`config.mk`:
```
export PLATFORM = sky130hd
export DESIGN_NAME = qmac_accum
export DESIGN_NICKNAME = d
export VERILOG_FILES = /design/src/rtl/q_fixed_pkg.sv /design/src/rtl/qmult.sv /design/src/rtl/qmac_accum.sv
export SDC_FILE = /design/constraint.sdc
export NUM_CORES = 2
export LEC_CHECK = 0
export CORE_MARGIN = 4
export CORE_UTILIZATION = 25
export DETAILED_ROUTE_END_ITERATION = 6
export HOLD_SLACK_MARGIN = 0.12
export SYNTH_ARGS = -nofsm -noshare
export SYNTH_HDL_FRONTEND = slang
export SYNTH_SLANG_ARGS = --single-unit
```
`constraint.sdc`:
```
create_clock -name i_clk -period 20 [get_ports i_clk]
set_clock_uncertainty 0.2 [all_clocks]
set_input_delay 6 -clock i_clk [delete_from_list [all_inputs] [get_ports i_clk]]
set_output_delay 6 -clock i_clk [all_outputs]
set_load 0.03 [all_outputs]
```
`src/rtl/q_fixed_pkg.sv`:
```
// Shared fixed-point constants, FSM encoding and N-bit saturation for the qmac datapath.
// Pure declarations: no logic, no latency, no flow control.
package q_fixed_pkg;

   localparam int N     = 32;
   localparam int Q     = 22;
   localparam int G     = 8;
   localparam int ACC_W = N + G;

   localparam logic [N-1:0]     QMAX    = {1'b0, {(N-1){1'b1}}};
   localparam logic [N-1:0]     QMIN    = {1'b1, {(N-1){1'b0}}};
   localparam logic [ACC_W-1:0] ACC_MAX = {1'b0, {(ACC_W-1){1'b1}}};
   localparam logic [ACC_W-1:0] ACC_MIN = {1'b1, {(ACC_W-1){1'b0}}};

   typedef enum logic [1:0] {
      ACC   = 2'd0,
      DRAIN = 2'd1,
      DONE  = 2'd2
   } state_e;

   typedef struct packed {
      logic         clamp;
      logic [N-1:0] data;
   } sat_t;

   // The value fits in N bits only when every bit from the N-bit sign upward agrees.
   function automatic sat_t sat_to_n(input logic [ACC_W-1:0] v);
      sat_t r;
      r.clamp = !((&v[ACC_W-1:N-1]) || !(|v[ACC_W-1:N-1]));
      r.data  = r.clamp ? (v[ACC_W-1] ? QMIN : QMAX) : v[N-1:0];
      return r;
   endfunction

endpackage

```
`src/rtl/qmult.sv`:
```
// Combinational signed Q-format multiply: truncated N-bit product plus overflow flag.
// Zero latency; no handshake, the caller owns flow control.
module qmult #(
   parameter int N = 32,
   parameter int Q = 22
) (
   input  logic [N-1:0] i_a,
   input  logic [N-1:0] i_b,
   output logic [N-1:0] o_result,
   output logic         o_ovr
);

   logic signed [2*N-1:0] a_x;
   logic signed [2*N-1:0] b_x;
   logic signed [2*N-1:0] prod;
   logic                  unused_frac;

   assign a_x  = {{N{i_a[N-1]}}, i_a};
   assign b_x  = {{N{i_b[N-1]}}, i_b};
   assign prod = a_x * b_x;

   // Product is Q(2Q); keep bits [N+Q-1:Q] and flag anything above that is not sign copy.
   assign o_result    = prod[N+Q-1:Q];
   assign o_ovr       = !((&prod[2*N-1:N+Q-1]) || !(|prod[2*N-1:N+Q-1]));
   assign unused_frac = ^prod[Q-1:0];

endmodule

```
`src/rtl/qmac_accum.sv`:
```
// Streaming Q-format dot product: qmult -> product reg -> saturating accumulator; result 1 edge after last accept.
// o_ready drops from last accept until the result is taken; result held stable while i_ready is low.
module qmac_accum
   import q_fixed_pkg::*;
(
   input  logic         i_clk,
   input  logic         i_rst,
   input  logic         i_valid,
   output logic         o_ready,
   input  logic [N-1:0] i_a,
   input  logic [N-1:0] i_b,
   input  logic         i_last,
   output logic         o_valid,
   input  logic         i_ready,
   output logic [N-1:0] o_data,
   output logic         o_ovr,
   output logic         o_sat
);

   logic [N-1:0]     prod;
   logic             prod_ovr;

   state_e           state_q, state_d;
   logic [N-1:0]     p_reg_q, p_reg_d;
   logic             p_ovr_q, p_ovr_d;
   logic             p_vld_q, p_vld_d;
   logic [ACC_W-1:0] acc_q, acc_d;
   logic             ovr_acc_q, ovr_acc_d;
   logic             sat_acc_q, sat_acc_d;
   logic             o_valid_q, o_valid_d;
   logic [N-1:0]     o_data_q, o_data_d;
   logic             o_ovr_q, o_ovr_d;
   logic             o_sat_q, o_sat_d;

   logic             accept;
   logic [ACC_W:0]   add_wide;
   logic [ACC_W-1:0] acc_next;
   logic             ovr_next;
   logic             sat_next;
   sat_t             fin;

   qmult #(
      .N (N),
      .Q (Q)
   ) u_qmult (
      .i_a      (i_a),
      .i_b      (i_b),
      .o_result (prod),
      .o_ovr    (prod_ovr)
   );

   assign o_ready = (state_q == ACC);
   assign accept  = i_valid && o_ready;

   always_comb begin
      add_wide = {acc_q[ACC_W-1], acc_q} + {{(G+1){p_reg_q[N-1]}}, p_reg_q};
      acc_next = acc_q;
      ovr_next = ovr_acc_q;
      sat_next = sat_acc_q;
      if (p_vld_q) begin
         ovr_next = ovr_acc_q | p_ovr_q;
         // One extra bit catches wrap-around of the guarded accumulator.
         if (add_wide[ACC_W] != add_wide[ACC_W-1]) begin
            acc_next = add_wide[ACC_W] ? ACC_MIN : ACC_MAX;
            sat_next = 1'b1;
         end else begin
            acc_next = add_wide[ACC_W-1:0];
         end
      end
      fin = sat_to_n(acc_next);
   end

   always_comb begin
      state_d   = state_q;
      p_vld_d   = accept;
      p_reg_d   = accept ? prod : p_reg_q;
      p_ovr_d   = accept ? prod_ovr : p_ovr_q;
      acc_d     = acc_next;
      ovr_acc_d = ovr_next;
      sat_acc_d = sat_next;
      o_valid_d = o_valid_q;
      o_data_d  = o_data_q;
      o_ovr_d   = o_ovr_q;
      o_sat_d   = o_sat_q;
      case (state_q)
         ACC: begin
            if (accept && i_last) state_d = DRAIN;
         end
         DRAIN: begin
            // The final product lands in acc_next this cycle; publish it and start the next vector clean.
            o_valid_d = 1'b1;
            o_data_d  = fin.data;
            o_ovr_d   = ovr_next;
            o_sat_d   = sat_next | fin.clamp;
            acc_d     = '0;
            ovr_acc_d = 1'b0;
            sat_acc_d = 1'b0;
            state_d   = DONE;
         end
         DONE: begin
            if (i_ready) begin
               o_valid_d = 1'b0;
               state_d   = ACC;
            end
         end
         default: state_d = ACC;
      endcase
   end

   always_ff @(posedge i_clk) begin
      if (i_rst) begin
         state_q   <= ACC;
         p_reg_q   <= '0;
         p_ovr_q   <= 1'b0;
         p_vld_q   <= 1'b0;
         acc_q     <= '0;
         ovr_acc_q <= 1'b0;
         sat_acc_q <= 1'b0;
         o_valid_q <= 1'b0;
         o_data_q  <= '0;
         o_ovr_q   <= 1'b0;
         o_sat_q   <= 1'b0;
      end else begin
         state_q   <= state_d;
         p_reg_q   <= p_reg_d;
         p_ovr_q   <= p_ovr_d;
         p_vld_q   <= p_vld_d;
         acc_q     <= acc_d;
         ovr_acc_q <= ovr_acc_d;
         sat_acc_q <= sat_acc_d;
         o_valid_q <= o_valid_d;
         o_data_q  <= o_data_d;
         o_ovr_q   <= o_ovr_d;
         o_sat_q   <= o_sat_d;
      end
   end

   assign o_valid = o_valid_q;
   assign o_data  = o_data_q;
   assign o_ovr   = o_ovr_q;
   assign o_sat   = o_sat_q;

endmodule

```
; ---- After elaboration in Yosys (flattened, before gate mapping)
; Cells that the tools add are included.
; Widths: inputs -> output; s select.
[totals]
reg_bits = 113
wordCells = 50
[op_classes]
bitwise = 2
n_reduce_logical = 17
n_addsub = 1
eq_ne = 5
mul = 1
n_mux = 13
[ops]
columns = cell, count
row1 = $mux 40, 3
row2 = $mul 32x32->64, 1
row3 = $mux 32, 2
row4 = $add 40x32->41, 1
row5 = $reduce_and 11->1, 1
row6 = $reduce_or 11->1, 1
row7 = $reduce_and 9->1, 1
row8 = $reduce_or 9->1, 1
row9 = $pmux 2 s3, 1
row10 = $logic_not 1->1, 4
row11 = $mux 1, 4
row12 = $mux 2, 2
row13 = $reduce_and 2->1, 2
row14 = $eq 2x1->1 const B, 1
row15 = $eq 2x2->1 const B, 1
row16 = $logic_and 1x1->1, 2
row17 = $logic_not 2->1, 1
row18 = $logic_or 1x1->1, 2
row19 = $ne 2x1->1 const B, 1
row20 = $ne 2x2->1 const B, 1
row21 = $or 1x1->1, 2
row22 = $pmux 1 s2, 1
row23 = $reduce_bool 2->1, 1
row24 = $reduce_or 2->1, 1
row25 = $ne 1x1->1, 1

; ---- Logic depth before layout (Yosys ltp)
[logic_depth]
depth_word = 9
depth_mapped = 33

; ---- Cells and area by module
; Synthesis repeated with hierarchy kept, for this count alone.
[unflattened]
hier_cells = 4790
area_unflattened_um2 = 43017.5
[by_module_without_submodules]
columns = module, area_each_um2, n_inst, cells_per_inst
row1 = qmult, 36057.1, 1, 3900
row2 = qmac_accum, 6960.4, 1, 890

; ---- Worst setup path before layout
; No wires, ideal clock.
[synth_path]
kind = input to register
from = in i_a[31]
to = reg p_ovr_q
path_buffers = 2
path_slack_ps = 5962
arrival_ps = 13701
setup_time_ps = 137
t_required_ps = 19663
stages = 27
path_cell_list = clkbuf_1 nand2_1 inv_1 fa_1 fa_1 inv_1 fa_1 inv_1 fa_1 inv_1 fa_1 inv_1 fa_1 fa_1 inv_1 fa_1 inv_1 ha_1 clkbuf_1 nand4_1 or3_1 o21a_1 xor2_1 or4b_1 nor4_1 and4_1 a2111oi_0
[synth_between]
elab_chain_len = 5
elab_cells_between_ends = 6
classes_between = mul: 1 / reduce/logical: 5
[synth_rtl]
columns = element, line_no
row1 = start: declaration, qmac_accum.sv:10  ; input logic [N-1:0] i_a,
row2 = $mul 32x32->64 *, qmult.sv:20  ; assign prod = a_x * b_x;
row3 = $reduce_or 11->1, qmult.sv:24  ; assign o_ovr = !((&prod[2*N-1:N+Q-1]) || !(|prod[2*N-1:N+Q-1]));
row4 = $logic_not 1->1, qmult.sv:24
row5 = $logic_or 1x1->1 *, qmult.sv:24
row6 = $logic_not 1->1 *, qmult.sv:24
row7 = end signal: assignment, qmac_accum.sv:126  ; p_ovr_q <= p_ovr_d;
row8 = end: declaration, qmac_accum.sv:25  ; logic p_ovr_q, p_ovr_d;
; Mark *: on every way between the ends. The rest lies on a longest branch, timed or not.
; A chain may end at the register's enable or synchronous reset.

; ---- Final worst setup path
[layout_path]
from = in i_b[31]
to = reg p_ovr_q
[layout_between]
elab_chain_len = 5
elab_cells_between_ends = 6
classes_between = mul: 1 / reduce/logical: 5
[layout_rtl]
columns = element, line_no
row1 = start: declaration, qmac_accum.sv:11  ; input logic [N-1:0] i_b,
row2 = $mul 32x32->64 *, qmult.sv:20
row3 = $reduce_or 11->1, qmult.sv:24
row4 = $logic_not 1->1, qmult.sv:24
row5 = $logic_or 1x1->1 *, qmult.sv:24
row6 = $logic_not 1->1 *, qmult.sv:24
; Marked as above.

==> metrics.cfg <==
[cts]
cts.sinks = 113
postCtsSetupBuffers = 0
tritoncts = built
htree_levels = 4
insertion_delay_ps = 420
numCtsBuffers = 17
clk_pin_slew_ps = 60
post_cts_resized = 0
root_buffer = clkbuf_16
cts-hold-fix-buffers = 0
ctsLongestPathBuffers = 2

[cells_and_area]
design_area_sq_mm = 0.04683
multiInputGateArea_sq_mm = 0.03569
seqCellArea_sq_mm = 0.002262
area_growth_pct = 9.011
drive_gt1_share_pct = 3.101
final_net_count = 6098
fill_cells = 18180
final_util_pct = 27.54

[logic_synthesis]
netlist_top_cells_area = fa_1 50%, inv_1 9.3%, and2_1 7.3%, ha_1 6.4%, nand2_1 5.9%
synth_compound_area_share_pct = 7.453
ys_top_cells_by_count = 1082 x fa_1, 1064 x inv_1, 671 x nand2_1, 504 x and2_1, 241 x clkbuf_1
synthMuxAreaShare_pct = 0.2155
synth_edf_count = 0
synth_top_family_by_area = adder cells
synth_cell_types = 84
ys_seq_elements = 113
synth_xor_xnor_area_share_pct = 1.896
yosys.area_share.simple_pct = 16.60
ys_seq_area_share_pct = 5.265
yosysWarnings = 0
yosysMostFrequentCell = fa_1
async_flop_share_pct = 0
yosys.area.top_type = fa_1
syn_area_sq_mm = 0.04296
synth_fa_ha_area_share_pct = 56.89
ys.flop_type = dfxtp_1
syn_avg_cell_area_sq_um = 8.958
syn_inst = 4796
syn_nets = 6167
synth_top_area_share_pct = 50.42

[critical_path]
r2r_cells = 12
slowest_stage = clkdlybuf4s50_1
path_buf_inv = 3
start_kind = input pin
worstPathMaxFanout = 26
crit_arrival_ps = 15070
crit_path_end_kind = register
path_depth = 25
crit_type = in2reg
crit_top_cell = fa_1
reg2reg_to = o_data[10]
worstReg2RegStart = p_reg_q[31]
critPathMaxStageDelay_ps = 1030
critPathTopFamily = adder cells
r2r_setup_slack_ps = 14170
critPathRequiredTime_ps = 20070

[floorplan]
core_sq_mm = 0.1700
start_util_pct = 25.27
die_w_um = 422.5
io_pins = 105
dieArea_sq_mm = 0.1785
die_y_um = 422.5
placementRows = 151

[grt]
grt_overflow = 0
grt_antenna_before_repair = 11
grt_first_pass_wirelength_um = 203100
grt.total_usage_pct = 14.31
grt_pass1_vias = 35980
grt_max_degree = 48

[timing]
hold_viol_final = 0
setup_viol = 0
tightest_slew_ps = 1077
fmax_mhz = 66.66
setup_tns_ps = 0
setup_ws_ps = 4998
slew_violations = 0
slew_headroom_pct = 28.13
finalCriticalPeriod_ps = 15000
period_share_pct = 75.01
rsz0062_at_grt = false

[place]
post-place-ws_ps = 4664
routabilityCongestion = 0.8620
port_buffers = 104
dp_hpwl_um = 97400
place_area_sq_mm = 0.04627

[worst_hold_path]
hold-path-endpoint = ovr_acc_q
min_path_type = reg2reg
min_path_cells = 2
worstHoldStart = ovr_acc_q

[routing]
route.detailed.drc = 0
drt_iter0_drc = 1679
drt_wl_total_um = 124500
routed_via_density = 4.578
routed-via-count = 31870
avgRoutedWirePerCell_um = 17.89
ant_nets = 0
dr.pass1.iters = 5

[status]
status = complete, no violations

[flow_run]
maxCapViolCount = 0

-- placed cells by master (no fill, tap or decap), drive strengths merged, types with 28 or more instances in the layout --
master	netlist	layout
buf	20	76
o211ai	39	39
clkdlybuf4s50	0	98
dfxtp	113	113
a21oi	185	185
xnor2	58	58
nand2	673	673
nand4	28	28
xor2	35	35
ha	220	220
a21o	45	45
o21ai	68	68
nor2	159	159
fa	1082	1082
and2	505	505
inv	1064	1067
-- per-stage QoR --
stage	cells	hold slack, ps
6_report	6960	256.0
5_1_grt	6960	277.2
4_1_cts	6958	260.8
3_5_place_dp	6926	246.7
3_3_place_gp	6926	239.9
2_1_floorplan	4796	224.0
-- kinds of logic (layout without fill, tap and decap cells) --
family / after synthesis / in the layout
AO/OA/AOI/OAI: 480 / 480
XOR/XNOR: 93 / 93
adder cells (fa/ha/maj): 1305 / 1305
buffers and inverters: 1328 / 1272
flip-flops: 113 / 113
multiplexers: 9 / 9
other: 0 / 2
AND/OR/NAND/NOR: 1468 / 1468
-- tightest hold or removal path: cells and delay by family (launching register included) --
family           cells  cell delay (ps)
AND/OR/NAND/NOR      1               70
flip-flops           1              310
AO/OA/AOI/OAI        1               50
-- final cells by class --
| cell class | count | area share (%) |
|---|---|---|
| Multi-Input combinational cell | 3355 | 76.21 |
| Inverter | 1066 | 8.544 |
| Tap cell | 2218 | 5.926 |
| Sequential cell | 113 | 4.830 |
| Timing Repair Buffer | 174 | 3.281 |
| Clock buffer | 17 | 0.9083 |
| Clock inverter | 15 | 0.2912 |
| Antenna cell | 2 | 0.01069 |
-- worst max path at each step --
stage | endpoint | slack [ps] | start
after global routing | p_ovr_q | 4510 | i_b[31]
after global placement | p_ovr_q | 4740 | i_b[31]
after CTS | p_ovr_q | 5080 | i_b[31]
final | p_ovr_q | 5000 | i_b[31]
after floorplan | p_ovr_q | 5960 | i_a[31]
after detailed placement | p_ovr_q | 4660 | i_b[31]
-- routing by layer --
metal | track usage (%) | vias to the layer above | part of all wire [%]
met5 | 0 | - | 0
met4 | 3.768 | 0 | 2.8
met3 | 1.294 | 196 | 4.4
met2 | 26.97 | 861 | 53
met1 | 17.35 | 16740 | 40
li1 | - | 14070 | -
-- flip-flops by register name, summed over array words and instances (netlist names) --
name       cells
o_data        32
p_reg_q       32
p_ovr_q        1
o_sat          1
o_ovr          1
state_q        2
o_valid        1
sat_acc_q      1
acc_q         40
p_vld_q        1
ovr_acc_q      1
Power is not shown: default switching activity piles up to over one toggle a cycle in this logic, so the estimate is an artifact.
